<file path="src/rtl/fft_twiddle_sequencer.sv">
// Radix-2 DIT FFT twiddle sequencer.
// Walks stage / group / butterfly for an N-point transform, drives the shared
// twiddle RAM address, and emits one registered butterfly descriptor per beat.
//
// Output handshake: a descriptor transfers on a rising clk edge where
// out_valid && out_ready. While out_valid is high and out_ready is low, every
// out_* signal holds its value. out_valid never drops without a transfer.
module fft_twiddle_sequencer #(
  parameter int LOG2N    = 9,
  parameter int WIDTH    = 32,
  parameter int TW_DEPTH = 2**(LOG2N-1)
) (
  input  logic                        clk,
  input  logic                        rst_n,
  input  logic                        start,
  output logic                        busy,
  output logic                        done,
  output logic [$clog2(TW_DEPTH)-1:0] tw_addr,
  input  logic [WIDTH-1:0]            tw_re_in,
  input  logic [WIDTH-1:0]            tw_im_in,
  output logic                        out_valid,
  input  logic                        out_ready,
  output logic [LOG2N-1:0]            out_a_idx,
  output logic [LOG2N-1:0]            out_b_idx,
  output logic [WIDTH-1:0]            out_tw_re,
  output logic [WIDTH-1:0]            out_tw_im,
  output logic [$clog2(LOG2N)-1:0]    out_stage,
  output logic                        out_last
);

  localparam int AW = $clog2(TW_DEPTH);
  localparam int SW = $clog2(LOG2N);
  localparam int N  = 2**LOG2N;
  localparam logic [LOG2N:0] N_W = (LOG2N+1)'(N);

  localparam logic [1:0] ST_IDLE  = 2'd0;
  localparam logic [1:0] ST_RUN   = 2'd1;
  localparam logic [1:0] ST_DRAIN = 2'd2;

  logic [1:0]       state;
  logic [SW-1:0]    s;
  logic [LOG2N-1:0] g;
  logic [LOG2N-1:0] k;

  logic [LOG2N:0]   half_w;
  logic [LOG2N:0]   g_last_w;
  logic [LOG2N-1:0] g_step;
  logic [LOG2N-1:0] a_cur;
  logic [LOG2N-1:0] b_cur;
  logic [SW-1:0]    shamt;
  logic             k_last;
  logic             g_last;
  logic             s_last;
  logic             sweep_last;
  logic             load;
  logic             handshake;

  // Butterfly geometry derived from the current counters.
  assign half_w     = (LOG2N+1)'(1) << s;
  assign g_last_w   = N_W - {half_w[LOG2N-1:0], 1'b0};
  assign g_step     = {half_w[LOG2N-2:0], 1'b0};
  assign a_cur      = g + k;
  assign b_cur      = a_cur + half_w[LOG2N-1:0];
  assign shamt      = SW'(LOG2N-1) - s;
  assign tw_addr    = AW'(k << shamt);
  assign k_last     = ({1'b0, k} == (half_w - (LOG2N+1)'(1)));
  assign g_last     = ({1'b0, g} == g_last_w);
  assign s_last     = (s == SW'(LOG2N-1));
  assign sweep_last = s_last && g_last && k_last;

  assign load      = (state == ST_RUN) && (!out_valid || out_ready);
  assign handshake = out_valid && out_ready;
  assign busy      = (state != ST_IDLE);

  // Sweep control FSM and the done pulse after the final transfer.
  always_ff @(posedge clk or negedge rst_n) begin
    if (!rst_n) begin
      state <= ST_IDLE;
      done  <= 1'b0;
    end else begin
      done <= 1'b0;
      case (state)
        ST_IDLE:  if (start) state <= ST_RUN;
        ST_RUN:   if (load && sweep_last) state <= ST_DRAIN;
        ST_DRAIN: if (handshake) begin
                    state <= ST_IDLE;
                    done  <= 1'b1;
                  end
        default:  state <= ST_IDLE;
      endcase
    end
  end

  // Stage/group/butterfly counters: k fastest, then g, then s; hold at the end.
  always_ff @(posedge clk or negedge rst_n) begin
    if (!rst_n) begin
      s <= '0;
      g <= '0;
      k <= '0;
    end else if (state == ST_IDLE && start) begin
      s <= '0;
      g <= '0;
      k <= '0;
    end else if (load) begin
      if (!k_last) begin
        k <= k + LOG2N'(1);
      end else if (!g_last) begin
        k <= '0;
        g <= g + g_step;
      end else if (!s_last) begin
        k <= '0;
        g <= '0;
        s <= s + SW'(1);
      end
    end
  end

  // Descriptor output register: load captures indices and RAM data together.
  always_ff @(posedge clk or negedge rst_n) begin
    if (!rst_n) begin
      out_valid <= 1'b0;
      out_a_idx <= '0;
      out_b_idx <= '0;
      out_tw_re <= '0;
      out_tw_im <= '0;
      out_stage <= '0;
      out_last  <= 1'b0;
    end else if (load) begin
      out_valid <= 1'b1;
      out_a_idx <= a_cur;
      out_b_idx <= b_cur;
      out_tw_re <= tw_re_in;
      out_tw_im <= tw_im_in;
      out_stage <= s;
      out_last  <= sweep_last;
    end else if (state == ST_DRAIN && handshake) begin
      out_valid <= 1'b0;
    end
  end

endmodule

</file>
<file path="config.mk">
export PLATFORM = sky130hd
export DESIGN_NAME = fft_twiddle_sequencer
export DESIGN_NICKNAME = d
export VERILOG_FILES = /design/src/rtl/fft_twiddle_sequencer.sv
export SDC_FILE = /design/constraint.sdc
export NUM_CORES = 1
export LEC_CHECK = 0
export CAP_MARGIN = 10
export CORE_ASPECT_RATIO = 0.6
export CORE_MARGIN = 5
export CORE_UTILIZATION = 45
export DETAILED_ROUTE_END_ITERATION = 8
export GPL_TIMING_DRIVEN = 1
export PLACE_DENSITY = 0.75
export SYNTH_ARGS = -nofsm -noshare
export SYNTH_HDL_FRONTEND = slang
export SYNTH_SLANG_ARGS = --single-unit
export TNS_END_PERCENT = 50
</file>
<file path="constraint.sdc">
create_clock -name clk -period 8.9 [get_ports clk]
set_input_delay 1.335 -clock clk [delete_from_list [all_inputs] [get_ports clk]]
set_output_delay 1.335 -clock clk [all_outputs]
set_load 0.1 [all_outputs]
</file>
# --- Word-level counts from Yosys, hierarchy flattened ---
# Index checks and enable logic that the tools add are counted.
word_totals:
  reg_bits: 113
  latch_bits: 0
  ramBits: 0
  mem_bits_ro: 0
  inputBits: 68
  out_inout_bits: 98
  elab_cells: 74
  n_memories: 0
classes:
  n_addsub: 8
  n_mul: 0
  div: 0
  magnitude_cmp: 0
  eq_ne: 11
  n_shift: 2
  mux: 22
  n_bitwise: 0
  n_reduce_logical: 19
ops:
  columns: ["cell", "n"]
  rows:
  - ["two-way mux 9 bit", 9]
  - ["adder 9 bit", 3]
  - ["equality test 9 x 10 -> 1 bit", 2]
  - ["two-way mux 4 bit", 5]
  - ["nonzero test 2 bit", 5]
  - ["left shift 1 x 4 -> 10 bit (first input constant)", 1]
  - ["subtractor 10 x 1 -> 10 bit (second input constant)", 1]
  - ["subtractor 10 bit (first input constant)", 1]
  - ["adder 9 x 1 -> 9 bit (second input constant)", 1]
  - ["left shift 9 x 4 -> 8 bit", 1]
  - ["logical AND 1 bit", 7]
  - ["two-way mux 2 bit", 3]
  - ["case mux 2 bit (3 select lines)", 1]
  - ["AND reduction 3 bit", 2]
  - ["adder 4 x 1 -> 4 bit (second input constant)", 1]
  - ["equality test 4 bit (second input constant)", 1]
  - ["two-way mux 1 bit", 4]
  - ["inequality test 2 x 1 -> 1 bit (second input constant)", 2]
  - ["inequality test 2 bit (second input constant)", 2]
  - ["inequality test 4 x 3 -> 1 bit (second input constant)", 1]
  - ["AND reduction 4 bit", 1]
  - ["subtractor 4 bit (first input constant)", 1]
  - ["inequality test 3 x 2 -> 1 bit (second input constant)", 1]
  - ["equality test 2 x 1 -> 1 bit (second input constant)", 1]
  - ["other kinds (5)", 5]

# --- Logic depth before layout (Yosys ltp) ---
logic_depth:
  depth_word: 8
  ltp_mapped: 19
  ltp_nobuf: 15

# --- Worst setup path after synthesis ---
# OpenSTA, ideal clock, no wires.
synth_timing:
  kind: "reg-to-output"
  start: "reg s[0]"
  end: "out tw_addr[0]"
  arrival_ns: 4.872
  t_required_ns: 7.565
  path_slack_ns: 2.693
  path_stages_with_launch: 8
  path_cell_list: "dfrtp_1 > clkbuf_1 > inv_1 > ha_1 > ha_1 > inv_1 > nand2b_1 > nor4b_1"
synth_via:
  elab_chain_len: 2
synth_lines:
  columns: ["item", "line", "source"]
  rows:
  - ["start: declaration", "41", "logic [SW-1:0] s;"]
  - ["start signal: assignment", "113", "s <= s + SW'(1);"]
  - ["subtractor 4 bit", "64", "assign shamt = SW'(LOG2N-1) - s;"]
  - ["left shift 9 x 4 -> 8 bit", "65", "assign tw_addr = AW'(k << shamt);"]
  - ["end: declaration", "18", "output logic [$clog2(TW_DEPTH)-1:0] tw_addr,"]
# Every way passes these cells.

# --- Worst setup path after layout ---
layout_timing:
  start: "reg s[3]"
  end: "out tw_addr[0]"
# Same word-level chain as after synthesis.

==> run metrics <==
DRT Pass-1 Iters=5; nature of the critical path endpoint=output port; Post-synth EDFFs=0; Yosys reg bits=112; reg2reg end=g[4]; clk sinks=112; Top Ports=166; via count=5559; worst vdd ir=201.3 uV; die height=102.1 um; dpl hpwl=12870 um; GRT overflow=0; total CTS buffers=9; drt wl/cell=16.43 um; max-slew violation total from the final report=0; critical path data arrival time=3.79 ns; initial antenna violation count=0; Final Hold Vio Count=0; R2R depth=14; FF-to-FF setup slack=4.18 ns; Core Area=0.01375 mm2; Port-buffer cells=165; Clock Latency Late Sink=0.35 ns; Die ar.=0.01668 mm2; Final period util=57.63%; YS warnings=0; vias in the first global route=5342; hold_buf cts=0; final number of setup-violating endpoints=0; fmax=195.0 MHz; worst setup path class=register to output port; sequential-to-total area share from yosys stat=44.09%; Sum Neg Setup Slack=0 ns; postcts setup bufs=0; Total Routing Usage GR=21.06%; Hold Path Depth=2; library cells used by synthesis=65; Vias per Instance=5.176; outcome=complete, no violations; launch point of the worst reg-to-reg path=s[0]; pwr dens=263.3 mW/mm2; Initial Utilization=46.24%; die width=163.4 um; syn avg cell area=8.591 um2; wirelength, routed=17650 um; Routed Antenna Nets=0; Clock Path Buffers=2; commonest non-fill, non-tap cell in the layout=nand2_1; global-route wire length before repair=28190 um; maxcap violations=0; hold path endpoint=out_a_idx[0]; layout cells sized above 1=4.082%; max_slew headroom=29.83%; syn_nets=837; CTS clock-pin slew for the worst setup and hold paths=0.08 ns; ys flop type=dfrtp_1; ANT cells=0; Root Driver=clkbuf_16; WP data required=7.57 ns; mapped cell area=0.006357 mm2; RSZ-0062 raised after global routing=false; ys async rst share=100.0%; Lkg Pwr=3.971 nW; final clock skew=0.01226 ns; # nets final=974; worst hold start=out_a_idx[0]; CTS tree=built; Std-Cell Rows=33; Mapped Cells=740; Worst Tran Pin Value=1.049 ns; HP Class=register to register; crit path max fanout=25; H-tree level count=3; # fillers=1209; DRC viols=0; post-cts resize count=0; post-layout min period=5.129 ns; gpl congestion=0.8995; Final WS setup=3.771 ns; commonest cells after routing, fill and taps aside=263 x nand2_1, 164 x clkdlybuf4s50_1, 112 x dfrtp_1; Area Overhead vs Synth=32.43%; largest net degree at the start of global routing=99; crit path launch=s[3]; dpl ws=4.202 ns; DRT iter0 DRCs=565; Startpoint Class=register
-- worst max-delay path, cell delays in order, from the launching register on --
cell             delay (ns)
dfrtp_1                0.84
clkinv_1               0.54
xnor2_1                0.34
nand2b_1               0.24
nor4b_1                0.29
clkdlybuf4s50_1        1.19
-- final cells by class --
type,instances,area [um2],share of cell area (%)
multi-input cells,567,3306,39.26
flip-flops and latches,112,2803,33.29
repair buffers,168,1672,19.85
well taps,192,240.2,2.853
clock buffers,9,225.2,2.675
clock inverters,7,102.6,1.219
inverters,19,71.32,0.8471
-- per-layer routing --
metal,vias up,track usage [%],wire length [um]
li1,2741,-,-
met5,-,0,0
met2,217,30.76,7392
met4,0,3.351,112
met3,11,6.651,1724
met1,2590,31.36,8419
-- through the flow --
stage                     power [W]  utilization [%]  hold WS, ns  cells  area (um2)
final                      0.002217            61.23       0.4750   1074        8419
after global routing       0.002327            61.23       0.4905   1074        8419
after CTS                  0.002231            61.23       0.4813   1074        8419
after detailed placement   0.001779            58.85       0.4617   1058        8092
after global placement     0.001768            58.85       0.4549   1058        8092
after floorplan            0.001499                -       0.4597    740        6357
-- cell families after synthesis --
group,share of synthesized area (%)
AO/OA/AOI/OAI,11.04
XOR/XNOR,5.235
adder cells (fa/ha/maj),6.573
buffers and inverters,4.054
flip-flops,44.09
multiplexers,3.503
AND/OR/NAND/NOR,25.51
-- synthesized netlist by cell type (4+ instances only) --
cell,n,area share [%]
nor2b_1,9,0.89
buf_2,4,0.31
and2_1,5,0.49
nand2_1,264,16
a31oi_1,4,0.39
inv_1,18,1.1
or3_1,5,0.49
a21oi_1,19,1.5
o21ai_0,27,2.1
and3_1,5,0.49
nor3_1,10,0.79
maj3_1,4,0.63
a211oi_1,5,0.59
mux2i_1,11,1.7
nand4_1,5,0.49
a21o_1,7,0.83
dfrtp_1,112,44
nand3_1,16,1.3
mux4_2,4,1.4
clkbuf_1,31,1.8
o21a_1,4,0.47
xor2_1,11,1.5
ha_1,27,5.3
nor2_1,35,2.1
xnor2_1,27,3.7
-- power breakdown --
part / internal, W / switching [W] / leakage (nW)
combinational: 0.000317 / 0.000765 / 2.43
sequential: 0.000590 / 0.000102 / 1.38
clock: 0.000231 / 0.000212 / 0.162
total: 0.00114 / 0.00108 / 3.97
-- how the worst max path moves through the flow --
stage               cells after the start  slack (ns)          to
finish                                  5        3.77  tw_addr[0]
global placement                        5        4.26  tw_addr[0]
floorplan                               7        2.69  tw_addr[0]
CTS                                     5        3.84  tw_addr[0]
global route                            5        3.53  tw_addr[0]
detailed placement                     14        4.20        g[4]
-- state kept, by name (all words and copies together) (netlist names), 2 cells and up --
name / cells
out_tw_im: 32
out_tw_re: 32
k: 9
out_a_idx: 9
out_b_idx: 9
g: 8
out_stage: 4
s: 4
state: 2
(Power assumes the default switching activity.)
